## src/rtl/data_tape_ctrl.sv

```systemverilog
// rtl/data_tape_ctrl.sv - data tape controller: pointer ops, cell read-modify-write, OUT/IN/TEST, tape clear
//
// Purpose:
//   Initiator-side controller for the data tape memory. Owns the data pointer and
//   turns each decoder command into zero, one or two memory cycles. A whole-tape
//   clear sweeps every address writing zero.
//
// Ports:
//   clk, rst_n        clock, asynchronous active-low reset
//   cmd_valid/ready   command handshake; ready only while idle
//   cmd_op            0 CLEAR, 1 INC_PTR, 2 DEC_PTR, 3 INC_VAL, 4 DEC_VAL, 5 OUT, 6 IN, 7 TEST
//   in_data           byte written by IN, captured at accept
//   out_data          cell value from the last OUT (held)
//   out_valid         one-cycle pulse with OUT completion
//   cell_zero         result of the last TEST (held)
//   done              one-cycle pulse on command completion
//   ptr               current data pointer
//   mem_enable        memory strobe
//   mem_RW            1 read, 0 write; held at 1 while the strobe is low
//   mem_ADR           memory address
//   mem_word_out      write data
//   mem_word_in       read data, valid the cycle after a read strobe
module data_tape_ctrl #(
  parameter int ADDR_W = 10,
  parameter int DATA_W = 8
) (
  input  logic              clk,
  input  logic              rst_n,
  input  logic              cmd_valid,
  input  logic [2:0]        cmd_op,
  output logic              cmd_ready,
  input  logic [DATA_W-1:0] in_data,
  output logic [DATA_W-1:0] out_data,
  output logic              out_valid,
  output logic              cell_zero,
  output logic              done,
  output logic [ADDR_W-1:0] ptr,
  output logic              mem_enable,
  output logic              mem_RW,
  output logic [ADDR_W-1:0] mem_ADR,
  output logic [DATA_W-1:0] mem_word_out,
  input  logic [DATA_W-1:0] mem_word_in
);

  localparam logic [2:0] OP_CLEAR   = 3'd0;
  localparam logic [2:0] OP_INC_PTR = 3'd1;
  localparam logic [2:0] OP_DEC_PTR = 3'd2;
  localparam logic [2:0] OP_INC_VAL = 3'd3;
  localparam logic [2:0] OP_DEC_VAL = 3'd4;
  localparam logic [2:0] OP_OUT     = 3'd5;
  localparam logic [2:0] OP_IN      = 3'd6;
  localparam logic [2:0] OP_TEST    = 3'd7;

  typedef enum logic [2:0] {
    S_IDLE,
    S_READ,
    S_CAPT,
    S_WRITE,
    S_CLEAR
  } state_e;

  state_e              state_q, state_d;
  logic [ADDR_W-1:0]   ptr_q, ptr_d;
  logic [2:0]          op_q, op_d;
  logic [DATA_W-1:0]   in_q, in_d;
  logic [DATA_W-1:0]   wdata_q, wdata_d;
  logic [ADDR_W-1:0]   sweep_q, sweep_d;
  logic                done_q, done_d;
  logic                out_valid_q, out_valid_d;
  logic [DATA_W-1:0]   out_data_q, out_data_d;
  logic                cell_zero_q, cell_zero_d;

  always_ff @(posedge clk or negedge rst_n) begin
    if (!rst_n) begin
      state_q     <= S_IDLE;
      ptr_q       <= '0;
      op_q        <= OP_CLEAR;
      in_q        <= '0;
      wdata_q     <= '0;
      sweep_q     <= '0;
      done_q      <= 1'b0;
      out_valid_q <= 1'b0;
      out_data_q  <= '0;
      cell_zero_q <= 1'b0;
    end else begin
      state_q     <= state_d;
      ptr_q       <= ptr_d;
      op_q        <= op_d;
      in_q        <= in_d;
      wdata_q     <= wdata_d;
      sweep_q     <= sweep_d;
      done_q      <= done_d;
      out_valid_q <= out_valid_d;
      out_data_q  <= out_data_d;
      cell_zero_q <= cell_zero_d;
    end
  end

  always_comb begin
    state_d     = state_q;
    ptr_d       = ptr_q;
    op_d        = op_q;
    in_d        = in_q;
    wdata_d     = wdata_q;
    sweep_d     = sweep_q;
    done_d      = 1'b0;
    out_valid_d = 1'b0;
    out_data_d  = out_data_q;
    cell_zero_d = cell_zero_q;

    case (state_q)
      S_IDLE: begin
        if (cmd_valid) begin
          op_d = cmd_op;
          in_d = in_data;
          case (cmd_op)
            // Pointer moves never touch memory, so they complete in place and
            // leave the controller ready for a back-to-back command.
            OP_INC_PTR: begin
              ptr_d  = ptr_q + ADDR_W'(1);
              done_d = 1'b1;
            end
            OP_DEC_PTR: begin
              ptr_d  = ptr_q - ADDR_W'(1);
              done_d = 1'b1;
            end
            OP_CLEAR: begin
              state_d = S_CLEAR;
              sweep_d = '0;
            end
            default: state_d = S_READ;
          endcase
        end
      end

      S_READ: state_d = S_CAPT;

      S_CAPT: begin
        case (op_q)
          OP_INC_VAL: begin
            wdata_d = mem_word_in + DATA_W'(1);
            state_d = S_WRITE;
          end
          OP_DEC_VAL: begin
            wdata_d = mem_word_in - DATA_W'(1);
            state_d = S_WRITE;
          end
          // IN still performs the read so every cell-writing command has the
          // same timing; the read value is dropped here.
          OP_IN: begin
            wdata_d = in_q;
            state_d = S_WRITE;
          end
          OP_OUT: begin
            out_data_d  = mem_word_in;
            out_valid_d = 1'b1;
            done_d      = 1'b1;
            state_d     = S_IDLE;
          end
          OP_TEST: begin
            cell_zero_d = (mem_word_in == '0);
            done_d      = 1'b1;
            state_d     = S_IDLE;
          end
          default: state_d = S_IDLE;
        endcase
      end

      S_WRITE: begin
        done_d  = 1'b1;
        state_d = S_IDLE;
      end

      S_CLEAR: begin
        sweep_d = sweep_q + ADDR_W'(1);
        if (sweep_q == '1) begin
          ptr_d   = '0;
          done_d  = 1'b1;
          state_d = S_IDLE;
        end
      end

      default: state_d = S_IDLE;
    endcase
  end

  // Bus signals decode straight from the state register so an asynchronous
  // reset drops the strobe at once and an in-flight write is never issued.
  assign mem_enable   = (state_q == S_READ) || (state_q == S_WRITE) || (state_q == S_CLEAR);
  assign mem_RW       = !((state_q == S_WRITE) || (state_q == S_CLEAR));
  assign mem_ADR      = (state_q == S_CLEAR) ? sweep_q : ptr_q;
  assign mem_word_out = (state_q == S_WRITE) ? wdata_q : '0;

  assign cmd_ready = (state_q == S_IDLE);
  assign done      = done_q;
  assign out_valid = out_valid_q;
  assign out_data  = out_data_q;
  assign cell_zero = cell_zero_q;
  assign ptr       = ptr_q;

endmodule

```

## config.mk

```make
export PLATFORM = sky130hd
export DESIGN_NAME = data_tape_ctrl
export DESIGN_NICKNAME = d
export VERILOG_FILES = /design/src/rtl/data_tape_ctrl.sv
export SDC_FILE = /design/constraint.sdc
export NUM_CORES = 1
export LEC_CHECK = 0
export CORE_MARGIN = 5
export CORE_UTILIZATION = 45
export DETAILED_ROUTE_END_ITERATION = 7
export PLACE_DENSITY = 0.71
export SYNTH_ARGS = -nofsm -noshare
export SYNTH_HDL_FRONTEND = slang
export SYNTH_SLANG_ARGS = --single-unit
```

## constraint.sdc

```tcl
create_clock -name clk -period 5.5 [get_ports clk]
set_clock_uncertainty 0.05 [all_clocks]
set_input_delay 1.1 -clock clk [delete_from_list [all_inputs] [get_ports clk]]
set_output_delay 1.1 -clock clk [all_outputs]
set_load 0.005 [all_outputs]
```

[Word level (Yosys, flattened, before mapping)]
Index checks and enable logic that the tools add are counted.
Word-level totals
  flip-flop bits (word level): 53
  output and inout bits: 42
Operators by class
  add/subtract/negate cells: 5
  equal/unequal tests: 17
  multiplexer cells: 22
  reduce and logical (&&, ||, !) cells: 19
Operators with widths (count)
  10-bit case mux with 2 select lines: 3
  10-bit two-way mux: 5
  8-bit case mux with 3 select lines: 1
  10-bit by 1-bit adder with 10-bit output (second input constant): 2
  3-bit == test (second input constant): 5
  3-bit by 2-bit == test with 1-bit output (second input constant): 4
  3-bit case mux with 4 select lines: 1
  10-bit == test (second input constant): 1
  10-bit by 1-bit subtractor with 10-bit output (second input constant): 1
  8-bit by 1-bit adder with 8-bit output (second input constant): 1
  8-bit zero test: 1
  8-bit two-way mux: 1
  2-bit AND reduction: 4
  8-bit by 1-bit subtractor with 8-bit output (second input constant): 1
  3-bit by 1-bit == test with 1-bit output (second input constant): 2
  3-bit zero test: 2
  1-bit two-way mux: 6
  3-bit two-way mux: 2
  2-bit != test (second input constant): 3
  3-bit case mux with 2 select lines: 1
  3-bit AND reduction: 2
  1-bit case mux with 4 select lines: 1
  4-bit AND reduction: 1
  2-bit OR reduction: 2
  8 further kinds: 10

[Depth between registers and ports, before layout]
Gate-level depths: netlist of the first run.
  word-level depth: 5
  mapped depth: 10
  mapped depth without buffers: 9

[Worst setup path before layout of the first run]
OpenSTA, ideal clock, no wires.
  path type: input to register
  start point: input port cmd_op[0]
  end point: register ptr_q[9], in the netlist ptr[9]
  library setup time: 104 ps
  arrival time: 2981 ps
  path slack: 2364 ps
  cell stages on the path: 10
  path buffers: 1
  cell sequence: clkbuf_1 -> nor2_1 -> nand2_1 -> inv_2 -> ha_1 -> a211oi_1 -> o211ai_1 -> a2111oi_0 -> o211ai_1 -> o311ai_1
On the way
  cells in the longest elaborated chain, start to end: 4
  elaborated cells between the ends (all ways): 7
  those cells by class: eq/ne: 3; mux: 3; reduce/logical: 1
Ends and longest elaborated chain
  from (decl): RTL line 30  | input logic [2:0] cmd_op,
  3-bit by 2-bit == test with 1-bit output / 3-bit by 1-bit == test with 1-bit output (equally long branches): RTL line 116  | case (cmd_op)
  10-bit case mux with 2 select lines: RTL line 116
  10-bit two-way mux: RTL line 113  | if (cmd_valid) begin
  10-bit case mux with 2 select lines: RTL line 111  | case (state_q)
  to (signal assigned): RTL line 87  | ptr_q <= ptr_d;
  to (decl): RTL line 63  | logic [ADDR_W-1:0] ptr_q, ptr_d;
Several ways; a longest one is shown, not always the timed one. The select of a mux whose other input is x is not followed.
A chain may end at the register's enable or synchronous reset.

[Worst setup path after layout of the first run]
  start point: register state_q[0]
  end point: output port mem_ADR[1]
On the way
  cells in the longest elaborated chain, start to end: 2
Ends and longest elaborated chain
  from (decl): RTL line 62  | state_e state_q, state_d;
  from (signal assigned): RTL line 86  | state_q <= state_d;
  3-bit == test: RTL line 191  | assign mem_ADR = (state_q == S_CLEAR) ? sweep_q : ptr_q;
  10-bit two-way mux: RTL line 191
  to (decl): RTL line 40  | output logic [ADDR_W-1:0] mem_ADR,
No other way between the ends.

==> results.json, run 1 <==
{
  "ios": 64,
  "r2r-start": "op_q[0]$_DFFE_PN0P_",
  "coreArea_um2": 6830,
  "numCtsBuffers": 5,
  "drtIter0Drc": 125,
  "yosysTopAreaCell": "dfrtp_1",
  "fillers": 635,
  "synth_area_um2": 3160,
  "grt_pass1_wl_um": 12700,
  "ys_seq_area_frac": 0.420,
  "drc": 0,
  "cap_violations": 0,
  "cp_max_fo": 14,
  "diodes": 0,
  "p_leak_nw": 1.73,
  "sequentialPowerShare": 0.377,
  "finalInstanceArea_um2": 3970,
  "power_density_nw_per_um2": 463,
  "clkLatencyLatePin_ns": 0.31,
  "r2r_cells": 8,
  "cp-start-kind": "flop",
  "cts.path.max_buffers": 2,
  "multi_input_area_um2": 1740,
  "share_comb_of_total_power": 0.500,
  "maxSlewViolCount": 0,
  "yosys.cell_types.count": 52,
  "num-nets-final": 439,
  "p_switching_uw": 714,
  "cp.arrival_ns": 2.52,
  "rows": 30,
  "ys_warn_count": 0,
  "crit_required_ns": 4.35,
  "p_total_mw": 1.84,
  "pwr-share-clk": 0.124,
  "cts_setup_buffers": 0,
  "gp_congestion": 0.917,
  "dpl.hpwl_um": 5740,
  "status": "finished, final reports clean",
  "holdPathStages": 2,
  "tightest_slew_ns": 1.03,
  "syn_avg_cell_area_um2": 9.35,
  "r2r_setup_slack_ns": 2.85,
  "cts_htree_levels": 2,
  "grt_start_max_net_pins": 54,
  "die_h_um": 93.8,
  "p_int_mw": 1.13,
  "holdBufCountCts": 0,
  "cts_tree": "built",
  "synth-seq-cells": 53,
  "grt_setup_unrepaired": "false",
  "synth_flop_cell": "dfrtp_1",
  "placed_area_um2": 3880,
  "netlist.area_leader.share": 0.420,
  "drt-total-wl_um": 7680,
  "via_count": 2690,
  "hold_start": "in_q[6]$_DFFE_PN0P_",
  "drive_above_1_share": 0.0623,
  "antenna_left": 0,
  "drt-wirelength-per-cell_um": 15.5,
  "start_util": 0.463,
  "layout_min_cycle_time_ns": 3.67,
  "synth_edf_count": 0,
  "drtPass1Iterations": 4,
  "die_area_um2": 8800,
  "synth_async_sr_flop_share": 1.00,
  "finalSetupViolations": 0,
  "regArea_um2": 1330,
  "antenna_found_initial": 0,
  "clkTransAtPathRegs_ns": 0.10,
  "ir_worst_vdd_v": 0.000221,
  "die_x_um": 93.8,
  "timing.final.crit_share": 0.667,
  "root_buffer": "clkbuf_8",
  "synth_fp_nets": 377,
  "first_global_vias": 2675,
  "vias_per_cell": 5.41,
  "netlist_instances": 338,
  "whs_endpoint": "in_q[6]$_DFFE_PN0P_",
  "slew_headroom": 0.307,
  "syn_to_final_growth_pct": 25.7,
  "hold_viol_final": 0,
  "critPathCaptureType": "output pin",
  "cts.sinks": 53,
  "critPathKind": "flop to output pin",
  "ys_top_cells_by_area": "dfrtp_1, nand2_1, ha_1",
  "track_usage": 0.180,
  "clock.fmax_mhz": 273,
  "final.setup.tns_ns": 0,
  "cts_resized": 0,
  "hold_path.class": "flop to flop",
  "p_sw_frac": 0.388,
  "r2r-end": "wdata_q[7]$_DFFE_PN0P_",
  "numPortBuffers": 63,
  "overflow": 0
}
-- per-stage QoR --
stage                     utilization  worst slack [ns]  hold slack [ns]  std cells
after floorplan                     -              2.36            0.395        338
after global placement          0.568              1.79            0.411        489
after detailed placement        0.568              1.73            0.413        489
after CTS                       0.582              1.85            0.440        497
after global routing            0.582              1.60            0.458        497
final                           0.582              1.83            0.438        497
-- worst max-delay path by stage --
stage,startpoint,to,depth (start not counted)
finish,state_q[0]$_DFFE_PN0P_,mem_ADR[1],4
global route,state_q[0]$_DFFE_PN0P_,mem_ADR[8],4
CTS,state_q[0]$_DFFE_PN0P_,mem_ADR[8],4
detailed placement,cmd_op[2],ptr[9]$_DFFE_PN0P_,10
global placement,cmd_op[2],ptr[9]$_DFFE_PN0P_,10
floorplan,cmd_op[0],ptr[9]$_DFFE_PN0P_,10
-- flip-flops by register name (all words and copies together), names as in the netlist --
signal,cells
in_q,8
op_q,3
out_valid,1
sweep_q,10
state_q,3
cell_zero,1
ptr,10
done,1
wdata_q,8
out_data,8
-- layout by cell type (no fill, tap or decap), types with 3 or more instances in the layout --
cell type and count:
a32o_1 3, mux2_1 14, mux2_2 3, nand3_1 5, clkbuf_8 5, nand2_1 54, clkdlybuf4s50_1 62, nor2_1 25
or3_1 6, nor4_1 4, o21a_1 5, dfrtp_1 53, a21oi_1 20, inv_1 11, buf_4 3, nand3b_1 3
nor3_1 8, and2_1 7, nand2b_1 5, xor2_1 10, o21bai_1 3, a31oi_1 5, xnor2_1 5, o211ai_1 5
ha_1 15, nand4_1 4, o21ai_0 12, o21ai_1 9
-- kinds of logic after synthesis --
logic type / Yosys count / share of synthesized area
adders and majority gates: 17 / 0.0721
buffers and inverters: 24 / 0.0340
AOI/OAI and AO/OA: 77 / 0.154
and+or+nand+nor: 135 / 0.219
DFF: 53 / 0.420
xor gates and xnor gates: 15 / 0.0416
muxes: 17 / 0.0606
-- area by class of cell --
type | instances | area share
multi-input cells | 261 | 0.438
flip-flops and latches | 53 | 0.334
repair buffers | 66 | 0.163
well taps | 96 | 0.0302
clock buffers | 5 | 0.0173
inverters | 13 | 0.0123
clock inverters | 3 | 0.00567
-- Yosys cell counts, types with 3 or more instances --
cell type and n:
nand2_1 54, dfrtp_1 53, nor2_1 25, a21oi_1 20, ha_1 15, mux2_1 14
o21ai_0 12, inv_1 11, xor2_1 10, o21ai_1 9, nor3_1 8, and2_1 7
clkbuf_1 7, or3_1 6, a31oi_1 5, nand2b_1 5, nand3_1 5, o211ai_1 5
o21a_1 5, xnor2_1 5, nand4_1 4, nor4_1 4, a32o_1 3, mux2_2 3
nand3b_1 3, o21bai_1 3
-- layer usage --
| metal | GRT usage | part of all wire |
|---|---|---|
| met1 | 0.221 | 0.45 |
| met2 | 0.320 | 0.49 |
| met3 | 0.0353 | 0.044 |
| met4 | 0.0493 | 0.013 |
| met5 | 0 | 0 |
-- critical path, stage by stage (launching register included) --
cell and delay, ns:
dfrtp_1 0.49, nor2_1 0.39, nand2_1 0.43, mux2_1 0.44, clkdlybuf4s50_1 0.46
-- power groups by stage --
stage	logic, mW	clock network [mW]	registers, mW
6_report	0.919	0.228	0.692
5_1_grt	1.02	0.252	0.714
4_1_cts	0.928	0.236	0.692
3_5_place_dp	0.922	0	0.699
3_3_place_gp	0.902	0	0.695
2_1_floorplan	0.535	0	0.653
(Power assumes the default switching activity.)
==> run 2: changes to the inputs <==
- clock period: 5.5 -> 3.47 ns (I/O delays scaled with it)
==> results.json, run 2 (same netlist as run 1, synthesis figures left out) <==
{
  "diodes": 0,
  "cts_resized": 0,
  "die_x_um": 93.8,
  "power_density_nw_per_um2": 732,
  "clock.fmax_mhz": 320,
  "p_total_mw": 2.94,
  "drt-total-wl_um": 7800,
  "hold_viol_final": 0,
  "cap_violations": 0,
  "drt-met1-wl_um": 3350,
  "critPathMaxStageDelay_ns": 0.50,
  "syn_to_final_growth_pct": 26.9,
  "final.setup.tns_ns": 0,
  "numCtsBuffers": 5,
  "status": "finished, final reports clean",
  "post-route-util": 0.587,
  "start_util": 0.463,
  "die_area_um2": 8800,
  "vias_per_cell": 5.50,
  "drtPass1Iterations": 4,
  "slew_headroom": 0.335,
  "layout_commonest_cell": "clkdlybuf4s50_1",
  "num-nets-final": 443,
  "via_count": 2758,
  "dp_slack_ns": 0.341,
  "critPathCaptureType": "output pin",
  "cts_setup_buffers": 0,
  "gp_congestion": 0.855,
  "crit_path_top_delay_cell": "dfrtp_1",
  "cts_htree_levels": 2,
  "maxSlewViolCount": 0,
  "cp-start-kind": "flop",
  "grt_pass1_wl_um": 13000,
  "fin_ws_ns": 0.345,
  "cp_max_fo": 14,
  "track_usage": 0.184,
  "cts.path.max_buffers": 2,
  "wl_met2_um": 4030,
  "cts_tree": "built",
  "drc": 0,
  "ios": 64,
  "clkLatencyLatePin_ns": 0.31,
  "crit_chain": "nor2_1 -> nand2_2 -> mux2_1 -> clkdlybuf4s50_1",
  "drive_above_1_share": 0.0741,
  "crit_required_ns": 2.73,
  "antenna_left": 0,
  "rows": 30,
  "dr_wl_met3_um": 367,
  "first_global_vias": 2718,
  "grt_setup_unrepaired": "false",
  "drt-wirelength-per-cell_um": 15.6,
  "critPathKind": "flop to output pin",
  "cts.sinks": 53,
  "ir_worst_vdd_v": 0.000375,
  "grt_start_max_net_pins": 37,
  "highest_layer": "met4",
  "root_buffer": "clkbuf_8",
  "layout_min_cycle_time_ns": 3.13,
  "numPortBuffers": 63,
  "clkTransAtPathRegs_ns": 0.11,
  "tightest_slew_ns": 0.993,
  "timing.final.crit_share": 0.901,
  "die_h_um": 93.8,
  "cp.arrival_ns": 2.38,
  "coreArea_um2": 6830,
  "dpl.hpwl_um": 5910,
  "holdBufCountCts": 0,
  "finalSetupViolations": 0,
  "placedCellCount": 493,
  "final_cell_count_no_fill": 501,
  "hold_path.class": "input port to async pin",
  "drtIter0Drc": 110,
  "antenna_found_initial": 0,
  "p_leak_nw": 1.75,
  "fillers": 634,
  "overflow": 0,
  "layout_common_cells": "clkdlybuf4s50_1, nand2_1, dfrtp_1, nor2_1, a21oi_1"
}
run 2: cell type report:
class / count / area (um^2) / area share
Sequential cell: 53 / 1330 / 0.331
Inverter: 13 / 48.8 / 0.0122
Multi-Input combinational cell: 261 / 1740 / 0.434
Timing Repair Buffer: 70 / 678 / 0.169
Clock buffer: 5 / 68.8 / 0.0172
Tap cell: 96 / 120 / 0.0300
Clock inverter: 3 / 26.3 / 0.00655
run 2: metrics by stage:
stage / hold WS (ns) / instance area, um^2
after floorplan: 0.348 / 3160
after global placement: 0.410 / 3910
after detailed placement: 0.418 / 3910
after CTS: 0.265 / 4010
after global routing: 0.280 / 4010
final: 0.254 / 4010
run 2: final timing paths:
| check | start | to | slack (ns) | cells past startpoint |
|---|---|---|---|---|
| min in group clk | in_q[1]$_DFFE_PN0P_ | in_q[1]$_DFFE_PN0P_ | 0.45 | 2 |
| max in group asynchronous | rst_n | state_q[1]$_DFFE_PN0P_ | 2.31 | 2 |
| worst min register to register | in_q[1]$_DFFE_PN0P_ | in_q[1]$_DFFE_PN0P_ | 0.45 | 2 |
| worst min-delay path | rst_n | sweep_q[6]$_DFFE_PN0P_ | 0.25 | 1 |
| worst max register to register | op_q[0]$_DFFE_PN0P_ | wdata_q[7]$_DFFE_PN0P_ | 0.78 | 8 |
| worst max-delay path | state_q[0]$_DFFE_PN0P_ | mem_ADR[1] | 0.34 | 4 |
run 2: worst max-delay path, delay by kind of cell, from the launching register on:
kind / cells / cell delay, ns
AND/OR/NAND/NOR: 2 / 0.71
flip-flops: 1 / 0.50
multiplexers: 1 / 0.39
buffers and inverters: 1 / 0.46
run 2: per-layer routing:
layer	up-vias	global-route usage
li1	1340	-
met1	1349	0.225
met2	63	0.335
met3	6	0.0361
met4	0	0.0373
met5	-	0
run 2: power by group:
part	switching, mW	total (mW)	internal (mW)
registers	0.241	1.10	0.861
clock network	0.224	0.371	0.148
logic	0.678	1.46	0.784
total	1.14	2.94	1.79
==> run 3: changes to the inputs <==
- CORE_UTILIZATION: 45 -> 52
- PLACE_DENSITY: 0.71 -> 0.81
==> results.json, run 3 (same netlist as run 1, synthesis figures left out) <==
{
  "cts.path.max_buffers": 2,
  "cp_num_buf_inv": 1,
  "clock.fmax_mhz": 316,
  "cp.arrival_ns": 2.42,
  "crit_required_ns": 2.73,
  "overflow": 0,
  "critPathCaptureType": "output pin",
  "layout_common_cells": "clkdlybuf4s50_1, nand2_1, dfrtp_1, nor2_1, a21oi_1",
  "highest_layer": "met4",
  "timing.final.crit_share": 0.913,
  "root_buffer": "clkbuf_8",
  "grt_pass1_wl_um": 13200,
  "slew_headroom": 0.366,
  "drt-met1-wl_um": 3120,
  "num-nets-final": 443,
  "antenna_found_initial": 0,
  "cp-start-kind": "flop",
  "hold_viol_final": 0,
  "die_area_um2": 7740,
  "power_density_nw_per_um2": 762,
  "drive_above_1_share": 0.0741,
  "fillers": 475,
  "vias_per_cell": 5.74,
  "drtIter0Drc": 124,
  "cts_htree_levels": 2,
  "drc": 0,
  "drt-wirelength-per-cell_um": 16.0,
  "dr_wl_met3_um": 432,
  "drt-total-wl_um": 7660,
  "holdBufCountCts": 0,
  "syn_to_final_growth_pct": 27.4,
  "antenna_left": 0,
  "cap_violations": 0,
  "critPathMaxStageDelay_ns": 0.49,
  "crit_chain": "nor2_1 -> nand2_2 -> mux2_1 -> clkdlybuf4s50_1",
  "ir_worst_vdd_v": 0.000468,
  "crit_family": "simple AND/OR/NAND/NOR gates",
  "first_global_vias": 2824,
  "clkLatencyLatePin_ns": 0.31,
  "clkTransAtPathRegs_ns": 0.10,
  "ios": 64,
  "grt_start_max_net_pins": 54,
  "rows": 28,
  "tightest_slew_ns": 0.947,
  "regArea_um2": 1330,
  "hold_path.class": "flop to flop",
  "hold_ws_ns": 0.436,
  "critPathKind": "flop to output pin",
  "numPortBuffers": 63,
  "layout_min_cycle_time_ns": 3.17,
  "r2r_setup_slack_ns": 0.73,
  "drtPass1Iterations": 4,
  "multi_input_area_um2": 1740,
  "p_leak_nw": 1.77,
  "layout_commonest_cell": "clkdlybuf4s50_1",
  "start_util": 0.534,
  "die_h_um": 88.0,
  "numCtsBuffers": 5,
  "finalSetupViolations": 0,
  "die_x_um": 88.0,
  "dpl.hpwl_um": 5690,
  "coreArea_um2": 5920,
  "track_usage": 0.215,
  "grt_setup_unrepaired": "false",
  "wl_met2_um": 4000,
  "gp_congestion": 0.846,
  "crit_path_top_delay_cell": "dfrtp_1",
  "cts_setup_buffers": 0,
  "diodes": 0,
  "status": "finished, final reports clean",
  "cp_max_fo": 14,
  "cts.sinks": 53,
  "maxSlewViolCount": 0,
  "via_count": 2755,
  "cts_tree": "built",
  "final.setup.tns_ns": 0
}
## run 3: layout make-up
cell class                 instances  area share
clock buffer                       5      0.0171
inverter                          13      0.0121
timing repair buffer              70       0.168
tap                               75      0.0233
clock inverter                     3      0.0171
sequential                        53       0.329
multi-input combinational        261       0.433
## run 3: timing repair
item	CTS	global route
resized for setup	0	1
endpoints found under the setup margin	0	2
hold endpoints to repair	0	0
## run 3: where the power goes
part / total (mW) / switching (mW) / leakage, nW / internal, mW
Clock: 0.496 / 0.206 / 0.0687 / 0.290
Combinational: 1.47 / 0.686 / 1.04 / 0.785
Sequential: 1.10 / 0.240 / 0.668 / 0.861
Total: 3.07 / 1.13 / 1.77 / 1.94
## run 3: worst paths after layout
check / from / cells after the start / end
worst max-delay path: state_q[0]$_DFFE_PN0P_ / 4 / mem_ADR[1]
worst min-delay path: in_q[2]$_DFFE_PN0P_ / 2 / in_q[2]$_DFFE_PN0P_
worst max register to register: op_q[0]$_DFFE_PN0P_ / 9 / wdata_q[6]$_DFFE_PN0P_
worst min register to register: in_q[2]$_DFFE_PN0P_ / 2 / in_q[2]$_DFFE_PN0P_
max in group asynchronous: rst_n / 2 / sweep_q[0]$_DFFE_PN0P_
min in group asynchronous: rst_n / 2 / ptr[5]$_DFFE_PN0P_
## run 3: worst register-to-register path: stages, from the launching register on
cell      delay [ns]
dfrtp_1         0.45
nand2b_1        0.23
nor2_1          0.48
inv_1           0.12
fa_1            0.40
nor2b_1         0.22
o31a_1          0.20
nor3_1          0.07
o31ai_1         0.30
a31oi_1         0.12
## run 3: stage by stage
stage          instances  setup WS [ns]  instance area (um^2)   util  power [mW]
2_1_floorplan        338          0.740                  3160      -        1.88
3_3_place_gp         472          0.427                  3890  0.656        2.51
3_5_place_dp         472          0.293                  3890  0.656        2.57
4_1_cts              480          0.147                  4020  0.680        3.09
5_1_grt              480          0.167                  4030  0.680        3.31
6_report             480          0.302                  4030  0.680        3.07
## run 3: layer usage
metal  GRT usage  vias up
met5           0        -
met4      0.0725        0
met3      0.0395       14
met2       0.382       91
met1       0.261     1313
li1            -     1337
